[config.mk]
export PLATFORM = sky130hd
export DESIGN_NAME = inv_monitor_flat
export DESIGN_NICKNAME = d
export VERILOG_FILES = /design/src/rtl/inv_monitor_if.sv /design/src/rtl/inv_monitor.sv /design/src/flat_wrapper.sv
export SDC_FILE = /design/constraint.sdc
export NUM_CORES = 1
export LEC_CHECK = 0
export CAP_MARGIN = 0
export CORE_ASPECT_RATIO = 1.25
export CORE_MARGIN = 3
export CORE_UTILIZATION = 35
export CTS_BUF_LIST = sky130_fd_sc_hd__clkbuf_8
export DETAILED_ROUTE_END_ITERATION = 6
export SLEW_MARGIN = 20
export SYNTH_ARGS = -nofsm -noshare
export SYNTH_HDL_FRONTEND = slang
export SYNTH_SLANG_ARGS = --single-unit
[constraint.sdc]
create_clock -name clk -period 3.8 [get_ports clk]
set_input_delay 0.57 -clock clk [delete_from_list [all_inputs] [get_ports clk]]
set_output_delay 0.57 -clock clk [all_outputs]
set_load 0.01 [all_outputs]
[src/rtl/inv_monitor_if.sv]
// Signal bundle between an inverter observer and its environment.
// Parameterised on the counter width so it matches the monitor instance.
interface inv_monitor_if #(
  parameter int unsigned CNT_W = 8
);
  logic             en;
  logic             clr;
  logic             a;
  logic             y;
  logic             busy;
  logic             err;
  logic [CNT_W-1:0] chk_cnt;
  logic [CNT_W-1:0] fail_cnt;

  modport master (
    output en, clr, a, y,
    input  busy, err, chk_cnt, fail_cnt
  );

  modport slave (
    input  en, clr, a, y,
    output busy, err, chk_cnt, fail_cnt
  );
endinterface

[src/rtl/inv_monitor.sv]
// Clocked checker for an inverter cell: compares y against ~a once a has been stable
// for SETTLE cycles. Optional INV_MON_HALT_EN freezes the monitor on the first mismatch.
module inv_monitor #(
  parameter int unsigned SETTLE = 1,
  parameter int unsigned CNT_W  = 8
) (
  input logic         clk,
  input logic         rst,
  inv_monitor_if.slave mon
);

  localparam int unsigned        TMR_W    = 4;
  localparam logic [TMR_W-1:0]   TMR_LOAD = TMR_W'(SETTLE);
  localparam logic [TMR_W-1:0]   TMR_ONE  = TMR_W'(1);
  localparam logic [CNT_W-1:0]   CNT_MAX  = '1;

`ifdef INV_MON_HALT_EN
  typedef enum logic [1:0] {ST_IDLE, ST_SETTLE, ST_CHECK, ST_HALT} state_t;
`else
  typedef enum logic [1:0] {ST_IDLE, ST_SETTLE, ST_CHECK} state_t;
`endif

  state_t             state_q, state_d;
  logic [TMR_W-1:0]   timer_q, timer_d;
  logic [CNT_W-1:0]   chk_q, chk_d;
  logic [CNT_W-1:0]   fail_q, fail_d;
  logic               err_q, err_d;
  logic               busy_q, busy_d;
  logic               a_q;
  logic               change;
  logic               halted;

  function automatic logic [CNT_W-1:0] sat_inc(input logic [CNT_W-1:0] v);
    return (v == CNT_MAX) ? v : v + CNT_W'(1);
  endfunction

  assign change = (mon.a != a_q);

`ifdef INV_MON_HALT_EN
  assign halted = (state_q == ST_HALT);
`else
  assign halted = 1'b0;
`endif

  // Next-state, timer and counter update; clr outranks en, which outranks normal flow.
  always_comb begin
    state_d = state_q;
    timer_d = timer_q;
    chk_d   = chk_q;
    fail_d  = fail_q;
    err_d   = err_q;

    if (mon.clr) begin
      state_d = ST_IDLE;
      chk_d   = '0;
      fail_d  = '0;
      err_d   = 1'b0;
    end else if (!mon.en && !halted) begin
      state_d = ST_IDLE;
    end else begin
      case (state_q)
        ST_IDLE: begin
          state_d = ST_SETTLE;
          timer_d = TMR_LOAD;
        end
        ST_SETTLE: begin
          if (change) begin
            timer_d = TMR_LOAD;
          end else if (timer_q == TMR_ONE) begin
            state_d = ST_CHECK;
          end else begin
            timer_d = timer_q - TMR_ONE;
          end
        end
        ST_CHECK: begin
          if (change) begin
            state_d = ST_SETTLE;
            timer_d = TMR_LOAD;
          end else begin
            chk_d = sat_inc(chk_q);
            // A healthy inverter never has y equal to a.
            if (mon.y == mon.a) begin
              fail_d = sat_inc(fail_q);
              err_d  = 1'b1;
`ifdef INV_MON_HALT_EN
              state_d = ST_HALT;
`endif
            end
          end
        end
`ifdef INV_MON_HALT_EN
        ST_HALT: begin
          state_d = ST_HALT;
        end
`endif
        default: begin
          state_d = ST_IDLE;
        end
      endcase
    end

    busy_d = (state_d == ST_SETTLE) || (state_d == ST_CHECK);
  end

  // State and output registers; a_q keeps sampling through clr.
  always_ff @(posedge clk) begin
    if (rst) begin
      state_q <= ST_IDLE;
      timer_q <= '0;
      chk_q   <= '0;
      fail_q  <= '0;
      err_q   <= 1'b0;
      busy_q  <= 1'b0;
      a_q     <= 1'b0;
    end else begin
      state_q <= state_d;
      timer_q <= timer_d;
      chk_q   <= chk_d;
      fail_q  <= fail_d;
      err_q   <= err_d;
      busy_q  <= busy_d;
      a_q     <= mon.a;
    end
  end

  assign mon.busy     = busy_q;
  assign mon.err      = err_q;
  assign mon.chk_cnt  = chk_q;
  assign mon.fail_cnt = fail_q;

endmodule
[src/flat_wrapper.sv]
// flat-port wrapper written by rule: the top's interface ports become plain ports
module inv_monitor_flat 
#(
  parameter int unsigned SETTLE = 1,
  parameter int unsigned CNT_W  = 8
)
  (clk, rst, mon_en, mon_clr, mon_a, mon_y, mon_busy, mon_err, mon_chk_cnt, mon_fail_cnt);
  inv_monitor_if #(.CNT_W(CNT_W)) mon_i ();
  input logic clk;
  input logic rst;
  input wire logic [$bits(mon_i.en)-1:0] mon_en;
  input wire logic [$bits(mon_i.clr)-1:0] mon_clr;
  input wire logic [$bits(mon_i.a)-1:0] mon_a;
  input wire logic [$bits(mon_i.y)-1:0] mon_y;
  output wire logic [$bits(mon_i.busy)-1:0] mon_busy;
  output wire logic [$bits(mon_i.err)-1:0] mon_err;
  output wire logic [$bits(mon_i.chk_cnt)-1:0] mon_chk_cnt;
  output wire logic [$bits(mon_i.fail_cnt)-1:0] mon_fail_cnt;
  assign mon_i.en = mon_en;
  assign mon_i.clr = mon_clr;
  assign mon_i.a = mon_a;
  assign mon_i.y = mon_y;
  assign mon_busy = mon_i.busy;
  assign mon_err = mon_i.err;
  assign mon_chk_cnt = mon_i.chk_cnt;
  assign mon_fail_cnt = mon_i.fail_cnt;
  inv_monitor #(.SETTLE(SETTLE), .CNT_W(CNT_W)) u_core (.clk(clk), .rst(rst), .mon(mon_i));
endmodule
-- Yosys cells after proc, flatten, opt, wreduce, memory -nomap -nowiden
Index checks and enable logic that the tools add are counted.
- bits in registers: 25
- bits of input ports: 6
- output and inout port bits: 18
- $add $sub $neg: 3
- eq/ne operators: 11
- mux-type cells: 10
- bitwise operators: 4
- reduce and logical (&&, ||, !) cells: 8
- operator list (kind ; number):
    $add 8x1->8 const B ; 2
    $eq 8x8->1 const B ; 2
    $mux 4 ; 3
    $pmux 4 s3 ; 1
    $mux 2 ; 5
    $reduce_and 5->1 ; 2
    $reduce_and 4->1 ; 2
    $pmux 2 s3 ; 1
    $eq 2x1->1 const B ; 2
    $eq 2x2->1 const B ; 2
    $eq 4x1->1 const B ; 1
    $not 1->1 ; 4
    $sub 4x1->4 const B ; 1
    $ne 3x2->1 const B ; 1
    $reduce_bool 3->1 ; 1
    $logic_not 2->1 ; 1
    $ne 2x1->1 const B ; 1
    $reduce_or 2->1 ; 1
    $eq 1x1->1 ; 1
    $logic_or 1x1->1 ; 1
    $ne 1x1->1 ; 1

-- Depth between registers and ports, before layout
Gate-level depths: netlist (run 1).
- word-level depth: 8
- gate-level depth with buffers: 6
- gate-level depth less buffers: 6

-- Least setup slack after synthesis (run 1)
No wires, ideal clock.
- path kind: input -> register
- start point: input mon_a
- end point: register u_core.fail_q[2] (netlist: u_core.mon.fail_cnt[2])
- setup time: 0.135 ns
- arrival time: 1.705 ns
- required time: 3.665 ns
- path slack: 1.960 ns
- stages: 5
- buffers on the path: 1
- cell sequence: or3_1 a21o_1 buf_2 o311ai_0 o41ai_1
- word-level cells in the longest chain between the ends: 3
- elaborated cells between the ends (all ways): 4
- RTL lines (what ; RTL line ; source):
    start, declared ; flat_wrapper.sv:13 ; input wire logic [$bits(mon_i.a)-1:0] mon_a;
    $ne 1x1->1 ; inv_monitor.sv:37 ; assign change = (mon.a != a_q);
    $not 1->1 (no line) ; n/a ;
    $reduce_and 5->1 (no line) (*) ; n/a ;
    end signal, assigned ; inv_monitor.sv:119 ; fail_q <= fail_d;
    end, declared ; inv_monitor.sv:26 ; logic [CNT_W-1:0] fail_q, fail_d;
Mark *: on every way between the ends. The rest lies on a longest branch, timed or not.
A chain may end at the register's enable or synchronous reset.

-- Final worst setup path (run 1)
- start point: input mon_a
- end point: register u_core.fail_q[7] (netlist: u_core.mon.fail_cnt[7])
The elaborated chain is that of the path after synthesis.

==> metrics, run 1 <==
post-synthesis cell area=1220 sq um; Die X=58.7 microns; area of the core=3280 sq um; Yosys reg bits=25; CP startpoint kind=input pin; commonest non-fill, non-tap cells in the layout=dfxtp_1 (25), clkdlybuf4s50_1 (23), a21oi_1 (13), nand2_1 (9), nand3_1 (9); layout cell share with drive strength beyond 1=2.42%; DR WL/cell=13.7 microns; Total Die Area=4220 sq um; Final setup viols=0; unrepaired setup endpoints after global routing=no; initial core utilization=37.1%; Tightest Hold Check Type=reg -> reg; Congestion Overflow GR=0; Fin Clk Skew=0.00251 ns; Skew-Pair Late Insertion Delay=0.26 ns; Netlist cell types=34; DP Area=1480 sq um; Setup Slack @ Placement=1.25 ns; H-tree depth=1; Core Rows=23; kind of critical path=in -> reg; vias in the first global route=1,110; CTS tree=built; status=finished, final reports clean; largest net degree at the start of global routing=16; post-route ant nets=0; Ports=24; final core utilization=46.3%; sequential fraction of the synthesis area=41.2%; Final Cell Area=1520 sq um; first-pass GRT wire length=4.80 mm; crit path DAT=2.46 ns; area share of the largest cell type after synthesis=41.2%; Num CTS Buffers=3; gpl congestion=0.849; Total GRT Usage=13.9%; CP required=4.00 ns; Hold Buf Count CTS=0; Nets=176; Synth Flop Type=dfxtp_1; IO buf count=23; count of flip-flops with a built-in enable after synthesis=0; slack of the critical path=1.53 ns; Die Span Y=71.9 microns; power consumption=0.445 mW; Final Hold Viols=0; Synth Warn #=0; Worst-path clk slew=0.08 ns; Syn-to-layout area delta=25.0%; post-CTS setup repair buffer count=0; Max clock buf depth=2; clock root buffer=clkbuf_8; power density cells=292 nW/um^2; TritonRoute pass-1 iters=4; Mapped Avg Cell Area=8.56 sq um; antenna violations before repair=0; Post-route DRC=0; maximum VDD drop=194 uV; clock period minus worst slack=2.27 ns; drt total wl=2.78 mm; vias=1,182; final worst-path cycle share=59.6%; Finished Layout Cells=202; Fmax achieved=441 MHz; commonest non-fill, non-tap cell in the layout=dfxtp_1; Yosys top cell by area=dfxtp_1; Worst Tran Pin Value=0.491 ns; crit-path max FO=15; Vias/cell=5.85; CP Capture Type=flip-flop; Syn Inst Count=142; Fin Setup TNS=0 ns; ys async rst share=0%; Net Count, Synth=152; Max Cap Viol=0; antenna fix cells=0; Hold Slack=0.475 ns; Pleak=0.503 nW; DP HPWL=2.01 mm; Rel. slew slack=67.1%; TritonCTS Sinks=25; dominant cells by area after synthesis=dfxtp_1 (41%), a21oi_1 (5.3%), o31ai_1 (4.9%); Cells after DPL=198; post_cts resized=0; number of DRC markers in iteration 0=52; final slew viol count=0
[cell families after synthesis]
logic type      count (synthesis)  share of synthesized area (%)
compound gates                 38                           20.7
xor+xnor                        2                           1.44
fa+ha+maj                       4                           4.12
buf+inv                        11                           3.60
flops                          25                           41.2
mux                             1                          0.823
simple gates                   61                           28.2
[where the power goes]
part,leakage (nW),internal [mW],switching (mW)
clock network,0.0269,0.0722,0.0804
registers,0.202,0.264,0.00181
logic,0.274,0.0109,0.0150
total,0.503,0.347,0.0972
[synth_stat cells (2+ instances only)]
master,instances
a21oi_1,13
and3_1,3
buf_2,2
clkbuf_1,2
dfxtp_1,25
ha_1,4
inv_1,7
nand2_1,9
nand2b_1,3
nand3_1,9
nand4_1,3
nor2_1,7
nor2b_1,2
nor3_1,6
o211a_1,2
o21ai_0,6
o311ai_0,3
o31ai_1,8
o41ai_1,2
or3_1,6
or4_1,6
xor2_1,2
[routing by layer]
metal	share of wire [%]	GRT usage [%]	up-vias
met5	0	0	-
met4	0.72	3.78	0
li1	-	-	586
met2	48	22.9	36
met3	5.4	2.67	2
met1	46	18.6	558
[state kept, by name, indices dropped and copies added (netlist names)]
| register | count |
|---|---|
| u_core.a_q | 1 |
| u_core.state_q | 2 |
| u_core.timer_q | 4 |
| u_core.mon.err | 1 |
| u_core.mon.busy | 1 |
| u_core.mon.chk_cnt | 8 |
| u_core.mon.fail_cnt | 8 |
[cell type report]
cell class / instances / area [sq um]
repair buffers: 23 / 230
clock buffers: 3 / 41.3
well taps: 37 / 46.3
clock inverters: 1 / 3.75
fillers: 330 / 1760
multi-input cells: 106 / 672
flip-flops and latches: 25 / 500
inverters: 7 / 26.3
[path summary, 6_finish.rpt]
kind                                             from                     end  slack, ns  depth (start not counted)
worst max-delay path                            mon_a  u_core.mon.fail_cnt[7]       1.53                          5
worst max register to register  u_core.mon.chk_cnt[0]   u_core.mon.chk_cnt[6]       1.92                          5
worst min-delay path                   u_core.mon.err          u_core.mon.err       0.48                          2
worst min register to register         u_core.mon.err          u_core.mon.err       0.48                          2
[worst max-delay path, stage by stage]
cell	delay, ns
clkdlybuf4s50_1	0.47
or3_1	0.39
a21o_1	0.33
or4_1	0.54
a21oi_1	0.16
No activity file was read; power rests on OpenSTA's default activity.
==> run 2: changes to the inputs <==
==> constraint.sdc (replaced) <==
create_clock -name clk -period 2.16 [get_ports clk]
set_input_delay 0.324 -clock clk [delete_from_list [all_inputs] [get_ports clk]]
set_output_delay 0.324 -clock clk [all_outputs]
set_load 0.01 [all_outputs]
==> metrics, run 2 (synthesis gave the netlist of run 1 again) <==
final slew viol count=0 (unchanged); clock period minus worst slack=1.96 ns; vias in the first global route=1,073 (-3.3%); Worst Tran Pin Value=0.488 ns (-0.00320 ns); number of DRC markers in iteration 0=40 (-23%); Max clock buf depth=2 (unchanged); Worst-path clk slew=0.08 ns (about the same); commonest non-fill, non-tap cell in the layout=dfxtp_1; Pleak=0.531 nW (+5.6%); crit-path max FO=10 (-5); CP required=2.36 ns (-1.64 ns); Fin Setup TNS=0 ns (unchanged); first-pass GRT wire length=4.80 mm (-0.15%); post_cts resized=0 (unchanged); largest net degree at the start of global routing=16 (unchanged); drt total wl=2.91 mm (+4.8%); clock root buffer=clkbuf_8; CTS tree=built; power consumption=0.790 mW (+78%); Rel. slew slack=67.3% (+0.21 points); post-CTS setup repair buffer count=0 (unchanged); Tightest Hold Check Type=reg -> reg; Post-route DRC=0 (unchanged); Final setup viols=0 (unchanged); antenna violations before repair=0 (unchanged); layout cell share with drive strength beyond 1=5.85% (+3.4 points); Hold Buf Count CTS=0 (unchanged); post-route ant nets=0 (unchanged); Congestion Overflow GR=0 (unchanged); Core Rows=23 (unchanged); Skew-Pair Late Insertion Delay=0.26 ns (about the same); CP Capture Type=flip-flop; crit path DAT=2.15 ns (-0.31 ns); Num CTS Buffers=3 (unchanged); unrepaired setup endpoints after global routing=no; Syn-to-layout area delta=28.7%; TritonRoute pass-1 iters=4 (unchanged); Fin Clk Skew=0.00424 ns (+0.00173 ns); vias=1,213 (+2.6%); r2r startpoint=u_core.mon.chk_cnt[0]; CP startpoint kind=input pin; Nets=182 (+3.4%); hold_sp=u_core.mon.err; maximum VDD drop=335 uV (+73%); Total Die Area=4220 sq um (unchanged); Ports=24 (unchanged); Fmax achieved=511 MHz; Die X=58.7 microns (unchanged); CP startpoint=mon_a; DP HPWL=2.10 mm (+4.4%); power density cells=505 nW/um^2 (+73%); status=finished, final reports clean; kind of critical path=in -> reg; DR WL/cell=14.0 microns (+1.8%); initial core utilization=37.1% (unchanged); H-tree depth=1 (unchanged); final core utilization=47.7% (+1.4 points); commonest non-fill, non-tap cells in the layout=dfxtp_1 (25), clkdlybuf4s50_1 (23), a21oi_1 (13), nand2_1 (9), nand3_1 (9); gpl congestion=0.824 (-2.9%); Total GRT Usage=14.0% (+0.084 points); IO buf count=23 (unchanged); Final Hold Viols=0 (unchanged); Max Cap Viol=0 (unchanged); TritonCTS Sinks=25 (unchanged); Die Span Y=71.9 microns (unchanged); Setup Slack @ Placement=-0.0664 ns (-1.32 ns); slack of the critical path=0.202 ns (-1.33 ns); antenna fix cells=0 (unchanged); Vias/cell=5.83 (-0.34%); final worst-path cycle share=90.7%; area of the core=3280 sq um (unchanged)
run 2: cell count changes in the layout (fill, tap and decap cells not counted), sizes merged:
| cell | before | now |
|---|---|---|
| buf | 0 | 6 |
run 2: critical path: stages:
cell	delay [ns]
clkdlybuf4s50_1	0.45
or3_1	0.39
a21o_1	0.29
or4_1	0.54
a21oi_1	0.16
run 2: where the power goes:
group | total [mW] | switching, mW | internal, mW
sequential | 0.468 | 0.00332 | 0.465
clock | 0.270 | 0.143 | 0.127
combinational | 0.0522 | 0.0283 | 0.0239
run 2: metrics by stage:
step | cell area (sq um) | cells | hold WS [ns]
after global routing | 1570 | 208 | 0.515
after global placement | 1520 | 204 | 0.458
final | 1570 | 208 | 0.490
after detailed placement | 1520 | 204 | 0.472
after floorplan | 1220 | 142 | 0.393
after CTS | 1570 | 208 | 0.496
run 2: final timing paths:
kind                            end  slack (ns)  cells past startpoint
max          u_core.mon.fail_cnt[3]        0.20                      5
min                  u_core.mon.err        0.49                      2
max reg2reg   u_core.mon.chk_cnt[6]        0.27                      5
min reg2reg          u_core.mon.err        0.49                      2
run 2: final cells by class:
class | instances | area [sq um]
clock buffers | 3 | 41.3
inverters | 7 | 26.3
clock inverters | 1 | 3.75
well taps | 37 | 46.3
repair buffers | 29 | 275
flip-flops and latches | 25 | 500
multi-input cells | 106 | 672
fillers | 346 | 1720
run 2: layer usage:
layer	wire length, microns	GRT usage [%]	up-vias	part of all wire, %
met4	36	4.53	0	1.2
met5	0	0	-	0
li1	-	-	598	-
met1	1400	19.0	580	48
met3	117	2.14	4	4.0
met2	1360	22.6	31	47
==> run 3: changes to the inputs <==
--- a/config.mk
+++ b/config.mk
@@ -11,7 +11,8 @@
 export CORE_UTILIZATION = 35
 export CTS_BUF_LIST = sky130_fd_sc_hd__clkbuf_8
 export DETAILED_ROUTE_END_ITERATION = 6
-export SLEW_MARGIN = 20
+export PLACE_DENSITY = 0.55
+export SLEW_MARGIN = 30
 export SYNTH_ARGS = -nofsm -noshare
 export SYNTH_HDL_FRONTEND = slang
 export SYNTH_SLANG_ARGS = --single-unit
==> metrics, run 3 (synthesis gave the netlist of run 1 again) <==
kind of critical path=in -> reg; Setup Slack @ Placement=-0.0851 ns (-0.0187 ns); Worst-path clk slew=0.09 ns (about the same); Core Rows=23 (unchanged); Hold Slack=0.488 ns (-0.00182 ns); final worst-path cycle share=92.0% (+1.3 points); H-tree depth=1 (unchanged); Fmax achieved=503 MHz (-1.4%); CP max stage delay=0.54 ns (about the same); Max clock buf depth=2 (unchanged); R2R cell count=5 (unchanged); slack of the critical path=0.173 ns (-0.0282 ns); Reg-to-Reg End=u_core.mon.chk_cnt[6]; vias=1,178 (-2.9%); Total Die Area=4220 sq um (unchanged); Die Span Y=71.9 microns (unchanged); antenna fix cells=0 (unchanged); Skew-Pair Late Insertion Delay=0.27 ns (about the same); hold_sp=u_core.mon.err; status=finished, final reports clean; crit-path max FO=9 (-1); post-route ant nets=0 (unchanged); final core utilization=48.4% (+0.69 points); CP required=2.36 ns (about the same); Final Hold Viols=0 (unchanged); Num CTS Buffers=3 (unchanged); post_cts resized=0 (unchanged); Post-route DRC=0 (unchanged); area of the core=3280 sq um (unchanged); Hold Buf Count CTS=0 (unchanged); commonest non-fill, non-tap cells in the layout=dfxtp_1 (25), clkdlybuf4s50_1 (23), a21oi_1 (13); IO buf count=23 (unchanged); Tightest Hold Check Type=reg -> reg; largest net degree at the start of global routing=16 (unchanged); drt total wl=2.96 mm (+1.7%); Worst Tran Pin Value=0.504 ns (+0.0155 ns); DP HPWL=2.16 mm (+3.0%); reg-to-reg slack, setup=0.27 ns (about the same); CP Capture Type=flip-flop; Max Cap Viol=0 (unchanged); first-pass GRT wire length=4.94 mm (+3.0%); final slew viol count=0 (unchanged); maximum VDD drop=350 uV (+4.3%); Rel. slew slack=66.3% (-1.0 points); Total GRT Usage=14.7% (+0.66 points); power consumption=0.794 mW (+0.52%); Vias/cell=5.58 (-4.3%); unrepaired setup endpoints after global routing=no; Final setup viols=0 (unchanged); Congestion Overflow GR=0 (unchanged); Nets=185 (+1.6%); power density cells=500 nW/um^2 (-0.91%); DR WL/cell=14.0 microns (+0.27%); TritonCTS Sinks=25 (unchanged); Hold Path Cell Cnt=2 (unchanged); Die X=58.7 microns (unchanged); number of DRC markers in iteration 0=45 (+13%); CP max-delay cell=or4_1; commonest non-fill, non-tap cell in the layout=dfxtp_1; initial core utilization=37.1% (unchanged); layout cell share with drive strength beyond 1=7.47% (+1.6 points); clock period minus worst slack=1.99 ns (+0.0282 ns); vias in the first global route=1,113 (+3.7%); crit path DAT=2.19 ns (+0.04 ns); TritonRoute pass-1 iters=4 (unchanged); Layout fillers=316 (-8.7%); Ports=24 (unchanged); r2r startpoint=u_core.mon.chk_cnt[0]; CTS tree=built; gpl congestion=0.849 (+3.0%); CP cell instances=clkdlybuf4s50_1 -> or3_1 -> a21o_1 -> or4_1 -> a21oi_1; Fin Clk Skew=0.00791 ns (+0.00367 ns); CP startpoint kind=input pin; antenna violations before repair=0 (unchanged); Pleak=0.544 nW (+2.5%); clock root buffer=clkbuf_8; hold path endpoint=u_core.mon.err; post-CTS setup repair buffer count=0 (unchanged); Syn-to-layout area delta=30.6%
[run 3: cell types whose count changed in the layout (fill, tap and decap cells not counted)]
cell | previous run | this run
buf_4 | 6 | 9
[run 3: worst max path at each step]
stage	startpoint	to	cells past startpoint
CTS	mon_a	u_core.mon.fail_cnt[7]	5
global placement	mon_a	u_core.mon.fail_cnt[7]	5
global route	mon_a	u_core.mon.fail_cnt[3]	5
detailed placement	mon_a	u_core.mon.fail_cnt[7]	5
floorplan	u_core.mon.chk_cnt[0]	u_core.mon.chk_cnt[6]	6
finish	mon_a	u_core.mon.fail_cnt[7]	5
[run 3: power breakdown]
part	switching (mW)	internal [mW]
Sequential	0.00310	0.465
Clock	0.148	0.127
Combinational	0.0276	0.0233
Total	0.179	0.615
[run 3: area by class of cell]
cell class,instances,area (sq um),share of cell area (%)
Sequential cell,25,500,31.5
Multi-Input combinational cell,106,672,42.3
Clock buffer,3,41.3,2.60
Tap cell,37,46.3,2.92
Clock inverter,1,3.75,0.236
Inverter,7,26.3,1.65
Timing Repair Buffer,32,298,18.8
[run 3: per-stage QoR]
stage                     cells  area, sq um  TNS [ns]
final                       211         1590         0
after global routing        211         1590         0
after CTS                   211         1590         0
after detailed placement    207         1540    -0.201
after global placement      207         1540   -0.0196
after floorplan             142         1220         0
[run 3: critical path, delay by kind of cell]
kind,cells,cell delay [ns]
buffers and inverters,1,0.46
and+or+nand+nor,2,0.93
AOI/OAI and AO/OA,2,0.46
[run 3: routing by layer]
metal / track usage [%] / part of all wire (%)
met2: 23.5 / 47
met4: 6.55 / 1.7
met1: 19.1 / 47
met5: 0 / 0
met3: 2.49 / 3.9
